**src/rtl/nand_add_sub_unit.sv**
```systemverilog
// Registered ripple adder/subtractor built only from 2-input NAND cells; 1-cycle latency.
// No backpressure: every edge with in_valid high captures an independent result.

module nand_add_sub_nand2 (
   input  logic x_i,
   input  logic y_i,
   output logic z_o
);
   assign z_o = ~(x_i & y_i);
endmodule

module nand_add_sub_xor2 (
   input  logic x_i,
   input  logic y_i,
   output logic z_o
);
   logic n1, n2, n3;
   nand_add_sub_nand2 u_n1 (.x_i(x_i), .y_i(y_i), .z_o(n1));
   nand_add_sub_nand2 u_n2 (.x_i(x_i), .y_i(n1),  .z_o(n2));
   nand_add_sub_nand2 u_n3 (.x_i(y_i), .y_i(n1),  .z_o(n3));
   nand_add_sub_nand2 u_n4 (.x_i(n2),  .y_i(n3),  .z_o(z_o));
endmodule

// One add/subtract bit: the carry terms see a or ~a, which turns the
// majority carry into the borrow expression without touching the sum path.
module nand_add_sub_slice (
   input  logic a_i,
   input  logic b_i,
   input  logic ci_i,
   input  logic sub_i,
   input  logic nsub_i,
   output logic s_o,
   output logic co_o
);
   logic ab_x, a_n, sel_t1, sel_t0, a_c, p, g_n, t_n;

   nand_add_sub_xor2  u_xab (.x_i(a_i),  .y_i(b_i),  .z_o(ab_x));
   nand_add_sub_xor2  u_xs  (.x_i(ab_x), .y_i(ci_i), .z_o(s_o));

   nand_add_sub_nand2 u_inv (.x_i(a_i),    .y_i(a_i),    .z_o(a_n));
   nand_add_sub_nand2 u_m1  (.x_i(a_n),    .y_i(sub_i),  .z_o(sel_t1));
   nand_add_sub_nand2 u_m0  (.x_i(a_i),    .y_i(nsub_i), .z_o(sel_t0));
   nand_add_sub_nand2 u_mo  (.x_i(sel_t0), .y_i(sel_t1), .z_o(a_c));

   nand_add_sub_xor2  u_xp  (.x_i(a_c), .y_i(b_i),  .z_o(p));
   nand_add_sub_nand2 u_g   (.x_i(a_c), .y_i(b_i),  .z_o(g_n));
   nand_add_sub_nand2 u_t   (.x_i(p),   .y_i(ci_i), .z_o(t_n));
   nand_add_sub_nand2 u_co  (.x_i(g_n), .y_i(t_n),  .z_o(co_o));
endmodule

module nand_add_sub_unit #(
   parameter int WIDTH = 1
) (
   input  logic             clk,
   input  logic             rst_n,
   input  logic             in_valid,
   input  logic [1:0]       op,
   input  logic [WIDTH-1:0] a,
   input  logic [WIDTH-1:0] b,
   input  logic             c,
   output logic [WIDTH-1:0] sum,
   output logic             carry,
   output logic             out_valid
);
   logic             nsub, nhalf, cin_n;
   logic [WIDTH:0]   rip;
   logic [WIDTH-1:0] sum_d, sum_q;
   logic             carry_d, carry_q, out_valid_q;

   nand_add_sub_nand2 u_nsub  (.x_i(op[0]), .y_i(op[0]), .z_o(nsub));
   nand_add_sub_nand2 u_nhalf (.x_i(op[1]), .y_i(op[1]), .z_o(nhalf));
   // Half modes gate the external carry/borrow off at bit 0 only.
   nand_add_sub_nand2 u_cin_n (.x_i(c),     .y_i(nhalf), .z_o(cin_n));
   nand_add_sub_nand2 u_cin   (.x_i(cin_n), .y_i(cin_n), .z_o(rip[0]));

   for (genvar i = 0; i < WIDTH; i++) begin : g_bit
      nand_add_sub_slice u_slice (
         .a_i   (a[i]),
         .b_i   (b[i]),
         .ci_i  (rip[i]),
         .sub_i (op[0]),
         .nsub_i(nsub),
         .s_o   (sum_d[i]),
         .co_o  (rip[i+1])
      );
   end

   assign carry_d = rip[WIDTH];

   always_ff @(posedge clk or negedge rst_n) begin
      if (!rst_n) begin
         sum_q       <= '0;
         carry_q     <= 1'b0;
         out_valid_q <= 1'b0;
      end else begin
         out_valid_q <= in_valid;
         if (in_valid) begin
            sum_q   <= sum_d;
            carry_q <= carry_d;
         end
      end
   end

   assign sum       = sum_q;
   assign carry     = carry_q;
   assign out_valid = out_valid_q;
endmodule

```
**config.mk**
```make
export PLATFORM = sky130hd
export DESIGN_NAME = nand_add_sub_unit
export DESIGN_NICKNAME = d
export VERILOG_FILES = /design/src/rtl/nand_add_sub_unit.sv
export SDC_FILE = /design/constraint.sdc
export NUM_CORES = 1
export LEC_CHECK = 0
export ABC_AREA = 1
export CAP_MARGIN = 20
export CORE_AREA = 2 2 39 41
export CTS_CLUSTER_DIAMETER = 120
export CTS_CLUSTER_SIZE = 24
export DETAILED_ROUTE_END_ITERATION = 7
export DIE_AREA = 0 0 41 43
export SLEW_MARGIN = 20
export SYNTH_ARGS = -nofsm -noshare
export SYNTH_HDL_FRONTEND = slang
export SYNTH_SLANG_ARGS = --single-unit
```
**constraint.sdc**
```tcl
create_clock -name clk -period 0.8 [get_ports clk]
set_input_delay 0.08 -clock clk [delete_from_list [all_inputs] [get_ports clk]]
set_output_delay 0.08 -clock clk [all_outputs]
set_load 0.01 [all_outputs]
```
; ---- Word-level counts from Yosys, hierarchy flattened
; Cells that the tools add are included.
[op_classes]
div = 0
mux = 0
bitwise = 38
n_eq_ne = 0
addsub = 0
mul = 0
n_lt_le_gt_ge = 0
n_reduce_logical = 0
shift = 0
[ops]
columns = cell, count
row1 = $not A1 Y1, 20
row2 = $and A1 B1 Y1, 18
[word_totals]
mem_bits_ro = 0
mem_count = 0
latch_bits = 0
in_bits = 8
ff_bits = 3
elab_cells = 41
ram_bits = 0

; ---- Longest topological paths before layout
; Gate-level depths: netlist (run 1).
[logic_depth]
word_depth = 15
ltp_mapped = 6
mapped_depth_nobuf = 6

; ---- Cells and area by module
; From an unflattened synthesis (run 1), not the netlist that was laid out.
[unflattened]
hier_cells = 33
area_unflattened_um2 = 187.7
[modules_own_cells]
columns = mod, area_each_um2, cells_each, seq_area_each_um2, instances
row1 = nand_add_sub_unit, 101.3, 10, 75.1, 1
row2 = nand_add_sub_nand2, 3.8, 1, 0.0, 23

; ---- Worst setup path after synthesis (run 1)
; Ideal clock, no wire load.
[synth_timing]
path_kind = input port to flip-flop
from = input a
to = register carry_q (netlist: carry)
path_slack_ns = 0.095
arrival_time_ns = 0.584
path_stages = 4
n_path_buf = 0
path_cell_list = xor2_1 -> ha_1 -> nand2_1 -> a21oi_1
[synth_between]
elab_chain_cells = 15
elab_cells_between_ends = 19
[synth_rtl]
columns = element, line_no
row1 = from (decl), 58  ; input logic [WIDTH-1:0] a,
row2 = $not A1 Y1, 9  ; assign z_o = ~(x_i & y_i);
row3 = $and A1 B1 Y1, 9
row4 = $not A1 Y1, 9
row5 = $and A1 B1 Y1 *, 9
row6 = $not A1 Y1 *, 9
row7 = $and A1 B1 Y1, 9
row8 = $not A1 Y1, 9
row9 = $and A1 B1 Y1, 9
row10 = $not A1 Y1, 9
row11 = $and A1 B1 Y1, 9
row12 = $not A1 Y1, 9
row13 = $and A1 B1 Y1, 9
row14 = $not A1 Y1, 9
row15 = $and A1 B1 Y1 *, 9
row16 = $not A1 Y1 *, 9
row17 = to (signal assigned), 99  ; carry_q <= carry_d;
row18 = to (decl), 68  ; logic carry_d, carry_q, out_valid_q;
; Every way passes the cells marked *; elsewhere a longest branch is shown, timed or not.
; A chain may end at the register's enable or synchronous reset.

; ---- Worst setup path after layout (run 1)
[layout_timing]
from = register carry_q (netlist: carry)
to = output carry
[layout_rtl]
columns = element, line_no
row1 = to (decl), 62  ; output logic carry,
; No word-level cell between the ends.

==> results of run 1 <==
cell usage after synthesis:
master	n	area share, %
inv_1	4	8.8
xor2_1	1	5.1
nor2_1	2	4.4
nand2_1	7	15
nand3_1	2	5.9
nand2_2	1	3.7
inv_2	1	2.2
a21oi_1	1	2.9
dfrtp_1	3	44
ha_1	1	7.4
state kept, by name, indices dropped and copies added, names as in the netlist:
name,cells
carry,1
out_valid,1
sum,1
through the flow:
| stage | power, mW | hold WS, ns |
|---|---|---|
| global placement | 0.3126 | 0.2749 |
| global route | 0.6239 | 0.02490 |
| detailed placement | 0.3125 | 0.2741 |
| floorplan | 0.2214 | -0.2156 |
| finish | 0.5783 | 0.02153 |
| CTS | 0.5749 | 0.02027 |
final timing paths:
path / from / to / slack, ns / cells past startpoint
worst min-delay path: rst_n / carry / 0.02 / 1
worst min register to register: sum / sum / 0.56 / 3
worst max-delay path: carry / carry / -0.03 / 1
min in group clk: b / sum / 0.38 / 5
worst max register to register: carry / carry / 0.03 / 3
max in group asynchronous: rst_n / out_valid / 0.64 / 1
logic make-up after synthesis:
family	Yosys count	share of synthesized area (%)
buffers and inverters	5	11.02
AND/OR/NAND/NOR	12	29.42
adder cells (fa/ha/maj)	1	7.352
flip-flops	3	44.12
AO/OA/AOI/OAI	1	2.938
XOR/XNOR	1	5.148
cell type report:
cell class	count	area share, %
timing repair buffer	13	33.58
multi-input combinational	15	24.63
sequential	3	22.39
clock buffer	4	7.836
tap	16	5.970
inverter	5	5.597
where the power goes:
| part | internal (mW) | switching, mW |
|---|---|---|
| registers | 0.168 | 0.00681 |
| logic | 0.0772 | 0.0551 |
| clock network | 0.187 | 0.0842 |
| total | 0.432 | 0.146 |
per-layer routing:
metal	GRT usage, %	up-vias
li1	-	102
met1	2.564	91
met2	9.688	7
met3	1.571	3
met4	8.000	0
met5	0	-
what timing repair did:
item	in CTS	in global routing
pin swaps	2	4
setup endpoints to repair	5	5
setup buffers	0	1
resized for setup	15	6
==> metrics.md, run 1 <==
| Metric | Value |
|---|---|
| Status | finished with violations |
| Failing checks | setup timing |
| Die height | 43 um |
| DR WL met2 | 204 um |
| Finished Core Util | 24.23% |
| Non-Filler Instances | 56 |
| Slew @ Worst Pin | 0.1405 ns |
| Vias in the first global route | 197 |
| Overflow after GRT | 0 |
| Worst Skew | 0 ns |
| Clock Tree Root | clkbuf_4 |
| Final setup TNS | -0.03838 ns |
| Finished Cell Area | 335.3 um^2 |
| YS warnings | 0 |
| CTS tree | built |
| Number of nets in the layout | 50 |
| Critical path startpoint category | flop |
| Commonest non-fill, non-tap cell in the layout | nand2_1 |
| Critical path, cell by cell | buf_2 |
| Unrepaired setup endpoints after global routing | true |
| Port Buf Inserts | 10 |
| Number of buffers created by CTS | 3 |
| Final WS setup | -0.02573 ns |
| Layout cells sized above 1 | 35.00% |
| H-tree depth | 1 |
| DR vias | 203 |
| Die area | 0.001763 mm^2 |
| Wire length on met3 | 27 um |
| DRC | 0 |
| Worst-skew pair later-pin latency | 0.24 ns |
| Most frequent cells in the layout | nand2_1, clkdlybuf4s50_1 |
| First-pass GRT wire length | 593 um |
| P_leak | 0.1791 nW |
| CP peak stage delay | 0.37 ns |
| Slowest CP cell | dfrtp_1 |
| Netlist area before placement | 170.2 um^2 |
| Slew Limit Fails | 0 |
| Final ANT Viol Nets | 0 |
| Final Hold Fails | 0 |
| Sink Count | 3 |
| GRT Overall Usage | 5.416% |
| Sequential element share of the synthesized area | 44.12% |
| CP Class | reg2out |
| # setup viols final | 2 |
| Starting Density | 12.30% |
| Worst hold path class | in2async |
| Max-cap viol count | 0 |
| Multi-input gate area in the final layout | 82.58 um^2 |
| Wire per inst | 6.339 um |
| # fillers | 158 |
| CORE AREA | 0.001384 mm^2 |
| Antenna violations before repair | 0 |
| Wl on met1 | 102 um |
| Largest net degree at the start of global routing | 5 |
| Highest Signal Layer | met4 |
| Boundary pin count | 11 |
| Final worst-path cycle share | 103.2% |
| Total nets after synthesis | 32 |
| Worst path bufs/invs | 1 |
| Die width | 41 um |
| Max Clock Freq | 1211 MHz |
| Syn_area_per_cell | 7.398 um^2 |
| Routed WL | 355 um |
| Hold buffers post-CTS | 0 |
| Max clock buf depth | 2 |
| DR pass1 iterations | 3 |
| CP endpoint kind | output port |
| Clock Pin Slew Worst Setup and Hold Paths | 0.04 ns |
| Tmin final | 0.8257 ns |
| Top Family by Delay on Critical Path | flip-flops |
| Worst relative slew slack | 90.60% |
| Worst EP arrival | 0.75 ns |
| Reg area | 75.07 um^2 |
| Post-DP Area | 305.3 um^2 |
| Distinct cells, synth | 10 |
| Hpwl dp | 297.6 um |
| Routed vias/inst | 3.625 |
| GP Congestion | 0.6368 |
| Crit-path max FO | 2 |
| Max IR drop VDD | 0.0002580 V |
| # diodes | 0 |
| P per Cell Area | 1725 mW/mm^2 |
| Worst slack, placed | -0.4299 ns |
| Row cnt | 14 |
| Synth-to-layout area growth | 97.06% |
| CP required | 0.72 ns |
| Post-Place Cells | 51 |
| Initial DRC count | 2 |
| Seq cells post-synth | 3 |
| Post-Synthesis Cells | 23 |
No activity file was read; power rests on OpenSTA's default activity.
==> run 2: changes to the inputs <==
--- a/config.mk
+++ b/config.mk
@@ -6,7 +6,7 @@
 export NUM_CORES = 1
 export LEC_CHECK = 0
 export ABC_AREA = 1
-export CAP_MARGIN = 20
+export CAP_MARGIN = 5
 export CORE_AREA = 2 2 39 41
 export CTS_CLUSTER_DIAMETER = 120
 export CTS_CLUSTER_SIZE = 24
==> results of run 2 <==
Same layout as run 1: the final DEF is identical, and so are final timing and power.
